**src/rtl/l1b_pkg.sv**
```systemverilog
// Shared types and constants for the L1B host-bus register file.
// Holds the host-phase FSM encoding, default geometry and a width helper.
package l1b_pkg;

    typedef enum logic [1:0] {
        IDLE    = 2'd0,
        CAPTURE = 2'd1,
        COMMIT  = 2'd2
    } l1b_state_e;

    localparam logic [15:0] DEF_BASE_ADDR = 16'hFE40;
    localparam int          DEF_REG_W     = 32'sd8;

    // Index width for a register window; never narrower than one bit.
    function automatic int l1b_clog2(input int value);
        int result;
        result = 32'sd0;
        while ((32'sd1 << result) < value) begin
            result = result + 32'sd1;
        end
        if (result < 32'sd1) begin
            result = 32'sd1;
        end
        return result;
    endfunction

endpackage

```
**src/rtl/l1b_sync_edge.sv**
```systemverilog
// Multi-flop synchroniser for the host phase plus single-cycle rise/fall detection.
// All flops clear asynchronously so no spurious edge is seen after reset.
module l1b_sync_edge #(
    parameter int SYNC_STAGES = 2
) (
    input  logic clk,
    input  logic rst,
    input  logic din,
    output logic rise,
    output logic fall
);

    logic [SYNC_STAGES-1:0] sync_r;
    logic                   phi2_d_r;
    logic                   phi2_s;

    if (SYNC_STAGES < 32'sd2) begin : g_bad_stages
        $error("l1b_sync_edge: SYNC_STAGES must be at least 2");
    end

    assign phi2_s = sync_r[SYNC_STAGES-1];

    // Shift the asynchronous level in and keep one delayed copy for edge detection.
    always_ff @(posedge clk or posedge rst) begin
        if (rst) begin
            sync_r   <= '0;
            phi2_d_r <= 1'b0;
        end else begin
            sync_r   <= {sync_r[SYNC_STAGES-2:0], din};
            phi2_d_r <= phi2_s;
        end
    end

    assign rise = phi2_s & ~phi2_d_r;
    assign fall = ~phi2_s & phi2_d_r;

endmodule

```
**src/rtl/l1b_host_regfile.sv**
```systemverilog
// Host-bus register window for the L1B CPLD: decodes NUM_REGS registers at BASE_ADDR,
// commits writes at the end of the host phase and supports per-register write-once locks.
module l1b_host_regfile
    import l1b_pkg::*;
#(
    parameter int                  ADDR_W      = 32'sd16,
    parameter logic [ADDR_W-1:0]   BASE_ADDR   = ADDR_W'(DEF_BASE_ADDR),
    parameter int                  NUM_REGS    = 32'sd4,
    parameter int                  REG_W       = DEF_REG_W,
    parameter logic [REG_W-1:0]    RESET_VAL   = '0,
    parameter logic [NUM_REGS-1:0] LOCK_MASK   = '0,
    parameter int                  SYNC_STAGES = 32'sd2
) (
    input  logic                      hsclk,
    input  logic                      reset,
    input  logic                      bbc_phi2,
    input  logic [ADDR_W-1:0]         cpu_a,
    input  logic [REG_W-1:0]          cpu_d,
    input  logic                      cpu_rnw,
    input  logic                      cpu_vda,
    output logic [NUM_REGS*REG_W-1:0] reg_q,
    output logic [NUM_REGS-1:0]       reg_wr_stb,
    output logic [REG_W-1:0]          rd_data,
    output logic                      lat_en,
    output logic                      busy,
    output logic                      lock_viol
);

    localparam int              IDX_W  = l1b_clog2(NUM_REGS);
    localparam logic [ADDR_W:0] WIN_LO = {1'b0, BASE_ADDR};
    localparam logic [ADDR_W:0] WIN_HI = WIN_LO + (ADDR_W+1)'(NUM_REGS);

    if ((NUM_REGS < 32'sd1) || (NUM_REGS > 32'sd16)) begin : g_bad_num_regs
        $error("l1b_host_regfile: NUM_REGS must be 1..16");
    end
    if ((64'(BASE_ADDR) + 64'(NUM_REGS)) > (64'd1 << ADDR_W)) begin : g_bad_window
        $error("l1b_host_regfile: register window exceeds the address space");
    end

    logic             rise_s;
    logic             fall_s;
    logic             hit_s;
    logic [IDX_W-1:0] idx_s;
    logic [IDX_W-1:0] idx_r;
    l1b_state_e       state_r;
    l1b_state_e       state_next_s;
    logic             cap_start_s;
    logic             rd_hit_s;
    logic             lat_set_s;
    logic             lat_clr_s;

    logic [REG_W-1:0]    regs_r [NUM_REGS];
    logic [REG_W-1:0]    hold_r;
    logic [REG_W-1:0]    rd_data_r;
    logic [NUM_REGS-1:0] locked_r;
    logic [NUM_REGS-1:0] wr_stb_r;
    logic                lat_en_r;
    logic                busy_r;
    logic                lock_viol_r;

    l1b_sync_edge #(
        .SYNC_STAGES(SYNC_STAGES)
    ) u_sync (
        .clk (hsclk),
        .rst (reset),
        .din (bbc_phi2),
        .rise(rise_s),
        .fall(fall_s)
    );

    // The window test is done one bit wider so BASE_ADDR+NUM_REGS cannot wrap.
    assign hit_s = cpu_vda & ({1'b0, cpu_a} >= WIN_LO) & ({1'b0, cpu_a} < WIN_HI);
    assign idx_s = IDX_W'(cpu_a - BASE_ADDR);

    // Next-state and per-cycle control decode for the host-phase FSM.
    always_comb begin
        state_next_s = state_r;
        cap_start_s  = 1'b0;
        rd_hit_s     = 1'b0;
        lat_set_s    = 1'b0;
        lat_clr_s    = 1'b0;
        case (state_r)
            IDLE: begin
                if (rise_s) begin
                    lat_set_s = 1'b1;
                    if (hit_s & ~cpu_rnw) begin
                        cap_start_s  = 1'b1;
                        state_next_s = CAPTURE;
                    end else if (hit_s & cpu_rnw) begin
                        rd_hit_s = 1'b1;
                    end else begin
                        state_next_s = IDLE;
                    end
                end else if (fall_s) begin
                    lat_clr_s = 1'b1;
                end else begin
                    state_next_s = IDLE;
                end
            end
            CAPTURE: begin
                if (fall_s) begin
                    lat_clr_s    = 1'b1;
                    state_next_s = COMMIT;
                end else begin
                    state_next_s = CAPTURE;
                end
            end
            COMMIT: begin
                state_next_s = IDLE;
            end
            default: begin
                state_next_s = IDLE;
            end
        endcase
    end

    // State, registers, locks and all registered outputs.
    always_ff @(posedge hsclk or posedge reset) begin
        if (reset) begin
            state_r     <= IDLE;
            idx_r       <= '0;
            hold_r      <= '0;
            rd_data_r   <= '0;
            locked_r    <= '0;
            wr_stb_r    <= '0;
            lat_en_r    <= 1'b0;
            busy_r      <= 1'b0;
            lock_viol_r <= 1'b0;
            for (int i = 0; i < NUM_REGS; i++) begin
                regs_r[i] <= RESET_VAL;
            end
        end else begin
            state_r     <= state_next_s;
            busy_r      <= (state_next_s != IDLE);
            wr_stb_r    <= '0;
            lock_viol_r <= 1'b0;
            if (lat_set_s) begin
                lat_en_r <= 1'b1;
            end else if (lat_clr_s) begin
                lat_en_r <= 1'b0;
            end
            if (cap_start_s) begin
                idx_r <= idx_s;
            end
            // Sampling continues through the cycle that sees the fall, so the last data wins.
            if (state_r == CAPTURE) begin
                hold_r <= cpu_d;
            end
            if (rd_hit_s) begin
                rd_data_r <= regs_r[idx_s];
            end
            if (state_r == COMMIT) begin
                if (locked_r[idx_r]) begin
                    lock_viol_r <= 1'b1;
                end else begin
                    regs_r[idx_r]   <= hold_r;
                    wr_stb_r[idx_r] <= 1'b1;
                end
                if (LOCK_MASK[idx_r]) begin
                    locked_r[idx_r] <= 1'b1;
                end
            end
        end
    end

    for (genvar g = 0; g < NUM_REGS; g++) begin : g_reg_q
        assign reg_q[g*REG_W +: REG_W] = regs_r[g];
    end

    assign reg_wr_stb = wr_stb_r;
    assign rd_data    = rd_data_r;
    assign lat_en     = lat_en_r;
    assign busy       = busy_r;
    assign lock_viol  = lock_viol_r;

endmodule

```
**config.mk**
```make
export PLATFORM = sky130hd
export DESIGN_NAME = l1b_host_regfile
export DESIGN_NICKNAME = d
export VERILOG_FILES = /design/src/rtl/l1b_pkg.sv /design/src/rtl/l1b_sync_edge.sv /design/src/rtl/l1b_host_regfile.sv
export SDC_FILE = /design/constraint.sdc
export NUM_CORES = 1
export LEC_CHECK = 0
export ABC_AREA = 1
export BUFFER_PORTS_ARGS = -buffer_cell sky130_fd_sc_hd__buf_2
export CAP_MARGIN = 20
export CORE_MARGIN = 2
export CORE_UTILIZATION = 47
export DETAILED_ROUTE_END_ITERATION = 10
export HOLD_SLACK_MARGIN = 0.02
export MAX_ROUTING_LAYER = met4
export PLACE_DENSITY = 0.71
export SLEW_MARGIN = 20
export SYNTH_ARGS = -nofsm -noshare
export SYNTH_HDL_FRONTEND = slang
export SYNTH_SLANG_ARGS = --single-unit
```
**constraint.sdc**
```tcl
create_clock -name hsclk -period 1.4 [get_ports hsclk]
set_input_delay 0 -clock hsclk [delete_from_list [all_inputs] [get_ports hsclk]]
set_output_delay 0 -clock hsclk [all_outputs]
set_load 0.01 [all_outputs]
```
==> impl_metrics.py, run 1 <==
metrics = {
    "logic_synthesis": {
        "yosys.area_share.simple": 0.2766,
        "seq_area_frac_synth": 0.5323,
        "synth_top_area_share": 0.5323,
        "synth_cell_types": 19,
        "ys_ff_latch": 61,
        "synth_fa_ha_area_frac": 0,
        "synth_area_um2": 2868,
        "synth_top_family_by_area": "simple AND/OR/NAND/NOR gates",
        "synth.area.mux_share": 0,
        "synth_cells": 348,
        "yosys_warnings": 0,
        "synthXorXnorAreaFrac": 0,
        "ys_top_cells_by_area": "dfrtp_1 (53%), nand2_1 (16%), inv_1 (7.6%)",
        "syn_area_per_cell_um2": 8.241,
        "syn_nets": 377,
        "synth_compound_area_frac": 0.07810,
        "yosys.area.top_type": "dfrtp_1",
    },
    "placed_design": {
        "dp_cells": 489,
        "place_area_um2": 3287,
        "dp_slack_ns": -0.0002671,
        "dp_hpwl_um": 4603,
        "gp_congestion": 0.8101,
        "numPortBuffers": 74,
    },
    "cells_and_area": {
        "mostFrequentLayoutCells": "nand2_1 (119), buf_2 (74), dfrtp_1 (59)",
        "final_util": 0.6057,
        "finalInstanceArea_um2": 3586,
        "layout_commonest_cell": "nand2_1",
        "drive_above_1_share": 0.2585,
        "fin_nets": 468,
        "final_cells": 516,
        "area_growth_pct": 25.04,
        "diodes": 0,
        "fillCellCount": 531,
    },
    "floorplanning": {
        "die_y_um": 82.11,
        "fp.coreArea_um2": 5921,
        "ios": 76,
        "die_width_um": 82.11,
        "initial_core_util": 0.4844,
        "row_count": 28,
        "dieArea_um2": 6742,
    },
    "global_routing": {
        "grt_pass1_wl_um": 10580,
        "track_usage": 0.2201,
        "grt_pass1_vias": 2315,
        "grt_start_max_net_pins": 24,
        "overflow": 0,
        "antenna_found_initial": 0,
    },
    "worst_hold_path": {
        "hp-class": "input pin to register",
        "hp-start": "cpu_a[15]",
        "min_delay_path_depth": 5,
        "worstHoldEndpoint": "state_r[0]",
    },
    "setup_path": {
        "critPathKind": "register to register",
        "crit_arrival_ns": 1.54,
        "r2r_slack_ns": 0.14,
        "reg2regPathDepth": 7,
        "critPathCaptureType": "register",
        "critical_path.startpoint_type": "register",
        "r2r_end": "rd_data[6]",
        "r2r-start": "state_r[1]",
        "critical_path_peak_fanout": 5,
        "cpPeakStageDelay_ns": 0.44,
        "cp.required_ns": 1.68,
        "path_cells": "inv_2 > nand2_1 > nor2_2 > nand2_2 > nor2_4 > nand4_1 > nand2_1",
        "path_common_cell": "nand2_1",
        "slowest_stage": "dfrtp_2",
    },
    "cts": {
        "cts.sinks": 61,
        "clk_latency_ns": 0.34,
        "clock_path_buffers": 2,
        "cts_root_buf": "clkbuf_8",
        "cts_buffers": 9,
        "clkTransAtPathRegs_ns": 0.06,
        "cts_tree": "yes",
        "h-tree-depth": 3,
    },
    "power_and_ir_drop": {
        "ir_drop_mv": 0.9400,
        "power.total_mw": 3.717,
        "p_leak_nw": 1.963,
        "p_per_area_nw_per_um2": 1036,
    },
    "sta": {
        "finClkSkew_ns": 0.008536,
        "rsz0062_at_grt": "no",
        "fin_crit_ns": 1.263,
        "finalSetupTns_ns": 0,
        "holdWs_ns": 0.04767,
        "fin_ws_ns": 0.1365,
        "fmax_mhz": 791.5,
        "setup_viol": 0,
        "final_max_slew_viol_count": 0,
        "finalHoldViolCount": 0,
        "period_share": 0.9025,
    },
    "flow_run": {
        "max-cap-violations": 0,
    },
    "route": {
        "routed_wl_um": 6501,
        "drt_pass1_iterations": 4,
        "wl_per_cell_um": 12.60,
        "vias_per_cell": 4.773,
        "drc": 0,
        "drtIter0Drc": 157,
        "ant_nets": 0,
        "num_vias": 2463,
    },
    "status": {
        "status": "finished, final reports clean",
    },
}
-- area by class of cell --
| class | count | area [µm²] | area share |
|---|---|---|---|
| inverters | 61 | 232.7 | 0.06490 |
| well taps | 75 | 93.84 | 0.02617 |
| flip-flops and latches | 61 | 1529 | 0.4264 |
| clock buffers | 10 | 137.6 | 0.03838 |
| clock inverters | 3 | 15.01 | 0.004187 |
| repair buffers | 91 | 540.5 | 0.1507 |
| multi-input cells | 215 | 1037 | 0.2893 |
-- kinds of logic (layout without fill, tap and decap cells) --
group                  after synthesis  count (layout)
AO/OA/AOI/OAI                       41              41
flip-flops                          61              61
AND/OR/NAND/NOR                    172             173
other                                1               1
buffers and inverters               73             165
-- timing repair --
item	in CTS	in global routing
pin swaps	1	1
hold buffers	12	0
gates cloned	0	1
setup buffers	1	0
gates resized for setup	0	5
endpoints found under the setup margin	2	10
endpoints found under the hold margin	59	0
-- routing by layer --
metal  share of wire  vias up  GRT usage
met1            0.44     1137     0.2686
li1                -     1255          -
met4           0.013        0    0.07000
met3           0.048       12    0.05435
met2            0.50       59     0.3626
met5               0        -          -
-- synth_stat cells --
cell type  number
nor2_2          1
o21ai_2         5
o21ai_0         9
nor2_1         12
nand4_1        15
buf_6           4
nand2_1       120
clkbuf_1        3
buf_4           4
nor2_4          2
o21ai_1        27
buf_2           1
nor2_8          1
inv_1          58
inv_2           3
conb_1          1
nand3_4         4
nand3_1        17
dfrtp_1        61
-- how the worst max path moves through the flow --
stage          startpoint         end  slack [ns]  cells after the start
2_1_floorplan  state_r[0]  rd_data[0]        0.18                      6
3_3_place_gp   state_r[0]  rd_data[6]        0.05                      6
3_5_place_dp   state_r[0]  rd_data[6]     -0.0003                      6
4_1_cts        state_r[0]  rd_data[6]        0.09                      7
5_1_grt        state_r[1]  rd_data[7]       0.006                      7
6_report       state_r[1]  rd_data[6]        0.14                      7
-- power breakdown --
group | switching, mW | internal, mW | leakage (nW)
clock | 0.644 | 0.650 | 0.0836
combinational | 0.331 | 0.165 | 1.06
sequential | 0.0523 | 1.87 | 0.822
-- sequential cells by signal, indices dropped and copies added, names as in the netlist --
register,flops
reg_q,32
hold_r,8
rd_data,8
reg_wr_stb,4
idx_r,2
state_r,2
u_sync.sync_r,2
busy,1
lat_en,1
u_sync.phi2_d_r,1
-- critical path: cells and delay by family (launching register included) --
family                 cells  cell delay [ns]
and+or+nand+nor            6             0.64
DFF                        1             0.44
buffers and inverters      1             0.11
(Power assumes the default switching activity.)
==> run 2: changes to the inputs <==
- BUFFER_PORTS_ARGS: -buffer_cell sky130_fd_sc_hd__buf_2 -> -buffer_cell sky130_fd_sc_hd__buf_4
==> impl_metrics.py, run 2 (same netlist as run 1, synthesis figures left out) <==
metrics = {
    "status": {
        "status": "finished, final reports clean",
    },
    "global_routing": {
        "grt_pass1_wl_um": 10890,
        "overflow": 0,
        "antenna_found_initial": 0,
        "track_usage": 0.2246,
        "grt_pass1_vias": 2329,
        "grt_start_max_net_pins": 54,
    },
    "floorplanning": {
        "dieArea_um2": 6742,
        "ios": 76,
        "fp.coreArea_um2": 5921,
        "row_count": 28,
        "initial_core_util": 0.4844,
        "die_width_um": 82.11,
        "die_y_um": 82.11,
    },
    "cells_and_area": {
        "diodes": 0,
        "area_growth_pct": 30.93,
        "fin_nets": 466,
        "ff_latch_area_um2": 1529,
        "drive_above_1_share": 0.2494,
        "mostFrequentLayoutCells": "nand2_1 (119), buf_4 (76), dfrtp_1 (59)",
        "largest_reg_flops": 32,
        "multi_input_area_um2": 1030,
        "fillCellCount": 517,
        "layout_commonest_cell": "nand2_1",
        "finalInstanceArea_um2": 3755,
    },
    "setup_path": {
        "critical_path.startpoint_type": "register",
        "slowest_stage": "dfrtp_2",
        "cpLargestDelayFamily": "simple AND/OR/NAND/NOR gates",
        "critPathKind": "register to register",
        "cp.required_ns": 1.67,
        "crit_arrival_ns": 1.56,
        "path_cells": "inv_2 > nand2_1 > nor2_2 > nand2_2 > nor2_2 > nand4_1 > nand2_1",
        "cpPeakStageDelay_ns": 0.45,
        "critical_path_peak_fanout": 5,
        "critPathCaptureType": "register",
        "crit_buf_inv": 1,
    },
    "power_and_ir_drop": {
        "ir_drop_mv": 0.6620,
        "p_leak_nw": 1.974,
        "p_per_area_nw_per_um2": 1009,
    },
    "sta": {
        "finalHoldViolCount": 0,
        "fmax_mhz": 774.5,
        "setup_viol": 0,
        "holdWs_ns": 0.04091,
        "fin_crit_ns": 1.291,
        "period_share": 0.9222,
        "final_max_slew_viol_count": 0,
        "fin_ws_ns": 0.1089,
        "finClkSkew_ns": 0.009184,
    },
    "cts": {
        "cts_buffers": 9,
        "clock_path_buffers": 2,
        "clk_latency_ns": 0.33,
        "cts_tree": "yes",
        "clkTransAtPathRegs_ns": 0.06,
        "cts_root_buf": "clkbuf_8",
        "cts.sinks": 61,
        "h-tree-depth": 3,
    },
    "placed_design": {
        "numPortBuffers": 74,
        "dp_hpwl_um": 4803,
        "place_area_um2": 3457,
        "dp_slack_ns": 0.03340,
        "gp_congestion": 0.8050,
    },
    "route": {
        "routed_wl_um": 6771,
        "drc": 0,
        "drtIter0Drc": 104,
        "wl_per_cell_um": 13.12,
        "ant_nets": 0,
        "num_vias": 2476,
        "drt_pass1_iterations": 4,
        "vias_per_cell": 4.798,
    },
    "flow_run": {
        "max-cap-violations": 0,
    },
    "worst_hold_path": {
        "hp-class": "input pin to register",
    },
}
run 2: metal layers:
| layer | track usage | routed length (µm) | vias to the layer above |
|---|---|---|---|
| met4 | 0.09167 | 113 | 0 |
| met2 | 0.3618 | 3366 | 65 |
| met1 | 0.2861 | 2921 | 1143 |
| li1 | - | - | 1258 |
| met3 | 0.03478 | 369 | 10 |
| met5 | - | 0 | - |
run 2: report_power, final:
part / total [mW] / leakage [nW] / internal [mW] / switching [mW]
clock network: 1.31 / 0.0833 / 0.677 / 0.637
logic: 0.541 / 1.07 / 0.204 / 0.338
registers: 1.93 / 0.822 / 1.87 / 0.0596
run 2: cell type report:
| type | count | area share |
|---|---|---|
| inverter | 61 | 0.06198 |
| multi-input combinational | 215 | 0.2742 |
| timing repair buffer | 89 | 0.1893 |
| tap | 75 | 0.02499 |
| sequential | 61 | 0.4072 |
| clock buffer | 13 | 0.03965 |
| clock inverter | 2 | 0.002666 |
run 2: repair_timing:
item,4_1_cts,5_1_grt
hold endpoints to repair,79,0
resized for setup,0,3
setup endpoints to repair,0,9
hold buffers,12,0
buffers inserted,0,1
run 2: worst paths after layout:
path                             startpoint          endpoint  slack, ns  cells past startpoint
max reg2reg                      state_r[0]        rd_data[1]       0.11                      7
max in group asynchronous             reset        state_r[0]       0.69                      4
min in group asynchronous             reset  u_sync.sync_r[0]       0.16                      3
max                              state_r[0]        rd_data[1]       0.11                      7
min reg2reg                u_sync.sync_r[0]  u_sync.sync_r[1]       0.37                      0
min                                cpu_a[0]          idx_r[0]       0.04                      3
run 2: worst reg2reg max path, stage by stage (launching register included):
cell and delay (ns):
dfrtp_2 0.45, inv_2 0.11, nand2_1 0.07, nor2_2 0.11, nand2_2 0.10, nor2_2 0.20
nand4_1 0.11, nand2_1 0.08
run 2: per-stage QoR:
step	instances	utilization	setup TNS, ns	power (mW)
after floorplan	348	-	0	2.233
after CTS	514	0.6310	0	3.814
after detailed placement	487	0.5839	0	2.484
final	516	0.6342	0	3.788
after global routing	516	0.6342	-0.008241	3.968
after global placement	487	0.5839	0	2.458
==> run 3: changes to the inputs <==
- RECOVER_POWER: not set -> 25
==> impl_metrics.py, run 3 (same netlist as run 1, synthesis figures left out) <==
metrics = {
    "power_and_ir_drop": {
        "power_frac_clock": 0.347,
        "p_per_area_nw_per_um2": 1009,
        "p_comb_frac": 0.143,
        "p_int_mw": 2.753,
        "p_sw_mw": 1.033,
        "power.total_mw": 3.787,
        "swShare": 0.2729,
        "p_leak_nw": 1.974,
        "ir_drop_mv": 0.6622,
        "seqPwrFrac": 0.511,
    },
    "worst_hold_path": {
        "hp-start": "cpu_a[0]",
        "hp-class": "input pin to register",
    },
    "sta": {
        "setup_viol": 0,
        "finClkSkew_ns": 0.009553,
        "period_share": 0.9221,
        "finalHoldViolCount": 0,
        "finalSetupTns_ns": 0,
        "fin_crit_ns": 1.291,
        "final_max_slew_viol_count": 0,
        "fmax_mhz": 774.7,
    },
    "cells_and_area": {
        "layout_commonest_cell": "nand2_1",
        "area_growth_pct": 30.85,
        "largest_reg_flops": 32,
        "mostFrequentLayoutCells": "nand2_1 (119), buf_4 (74), dfrtp_1 (59)",
        "final_util": 0.6338,
        "fin_nets": 466,
        "drive_above_1_share": 0.2494,
        "fillCellCount": 518,
        "final_cells": 516,
        "diodes": 0,
    },
    "global_routing": {
        "grt_pass1_wl_um": 10890,
        "antenna_found_initial": 0,
        "overflow": 0,
        "met3_usage": 0.03478,
        "grtUsageMet1": 0.2861,
        "grt_pass1_vias": 2329,
        "gr-max-usage-layer": "met2",
        "grt_start_max_net_pins": 54,
        "track_usage": 0.2246,
        "grtUsageMet2": 0.3618,
    },
    "cts": {
        "cts_tree": "yes",
        "cts.sinks": 61,
        "cts_root_buf": "clkbuf_8",
        "clock_path_buffers": 2,
        "clkTransAtPathRegs_ns": 0.06,
        "clk_latency_ns": 0.33,
        "cts_buffers": 9,
        "h-tree-depth": 3,
    },
    "floorplanning": {
        "row_count": 28,
        "die_y_um": 82.11,
        "die_width_um": 82.11,
        "dieArea_um2": 6742,
        "ios": 76,
        "fp.coreArea_um2": 5921,
        "initial_core_util": 0.4844,
    },
    "route": {
        "ant_nets": 0,
        "vias_per_cell": 4.808,
        "drc": 0,
        "routed_wl_um": 6795,
        "wl_per_cell_um": 13.17,
        "drt_pass1_iterations": 4,
        "drtIter0Drc": 104,
        "num_vias": 2481,
    },
    "setup_path": {
        "crit_arrival_ns": 1.56,
        "r2r_slack_ns": 0.11,
        "cp.required_ns": 1.67,
        "r2r-start": "state_r[0]",
        "crit_path_start": "state_r[0]",
        "critPathKind": "register to register",
        "critical_path_peak_fanout": 5,
        "critical_path.startpoint_type": "register",
        "critPathCaptureType": "register",
    },
    "placed_design": {
        "dp_cells": 487,
        "dp_hpwl_um": 4803,
        "numPortBuffers": 74,
        "gp_congestion": 0.8050,
    },
    "flow_run": {
        "max-cap-violations": 0,
    },
    "status": {
        "status": "finished, final reports clean",
    },
}
run 3: final cells by class:
class	count	area [µm²]	area share
multi-input combinational	215	1030	0.2744
inverter	61	230.2	0.06135
tap	75	93.84	0.02501
timing repair buffer	89	710.7	0.1894
sequential	61	1529	0.4075
clock inverter	2	10.01	0.002668
clock buffer	13	148.9	0.03968
run 3: critical path: stages (launching register included):
cell and delay (ns):
dfrtp_2 0.45, inv_2 0.11, nand2_1 0.07, nor2_2 0.11, nand2_2 0.10, nor2_2 0.20
nand4_1 0.11, nand2_1 0.08
run 3: per-stage QoR:
stage / cell area [µm²] / worst slack, ns / hold slack [ns]
after global routing: 3752 / -0.005012 / 0.05894
final: 3752 / 0.1091 / 0.04411
after floorplan: 2872 / 0.1845 / 0.03143
after global placement: 3457 / 0.06479 / -0.05566
after detailed placement: 3457 / 0.03340 / -0.04940
after CTS: 3736 / 0.03412 / 0.03605
run 3: power by group through the flow:
stage	Combinational (mW)	Sequential, mW	Clock [mW]
2_1_floorplan	0.269	1.96	0
3_3_place_gp	0.503	1.95	0
3_5_place_dp	0.521	1.96	0
4_1_cts	0.549	1.93	1.33
5_1_grt	0.612	1.94	1.41
6_report	0.541	1.93	1.31
run 3: final timing paths:
| path | end | cells past startpoint |
|---|---|---|
| max | rd_data[1] | 7 |
| min | idx_r[0] | 3 |
| max reg2reg | rd_data[1] | 7 |
| min reg2reg | u_sync.sync_r[1] | 0 |
| max in group asynchronous | state_r[0] | 4 |
| min in group asynchronous | u_sync.sync_r[0] | 3 |
run 3: timing repair:
item                                    in CTS  in global routing
endpoints found under the setup margin       0                  9
endpoints found under the hold margin       79                  0
gates resized for setup                      0                  3
setup buffers                                0                  1
hold buffers                                12                  0
run 3: routing by layer:
layer	vias up	wire, µm
met2	70	3387
met5	-	0
met4	0	101
met1	1145	2931
met3	9	374
li1	1257	-
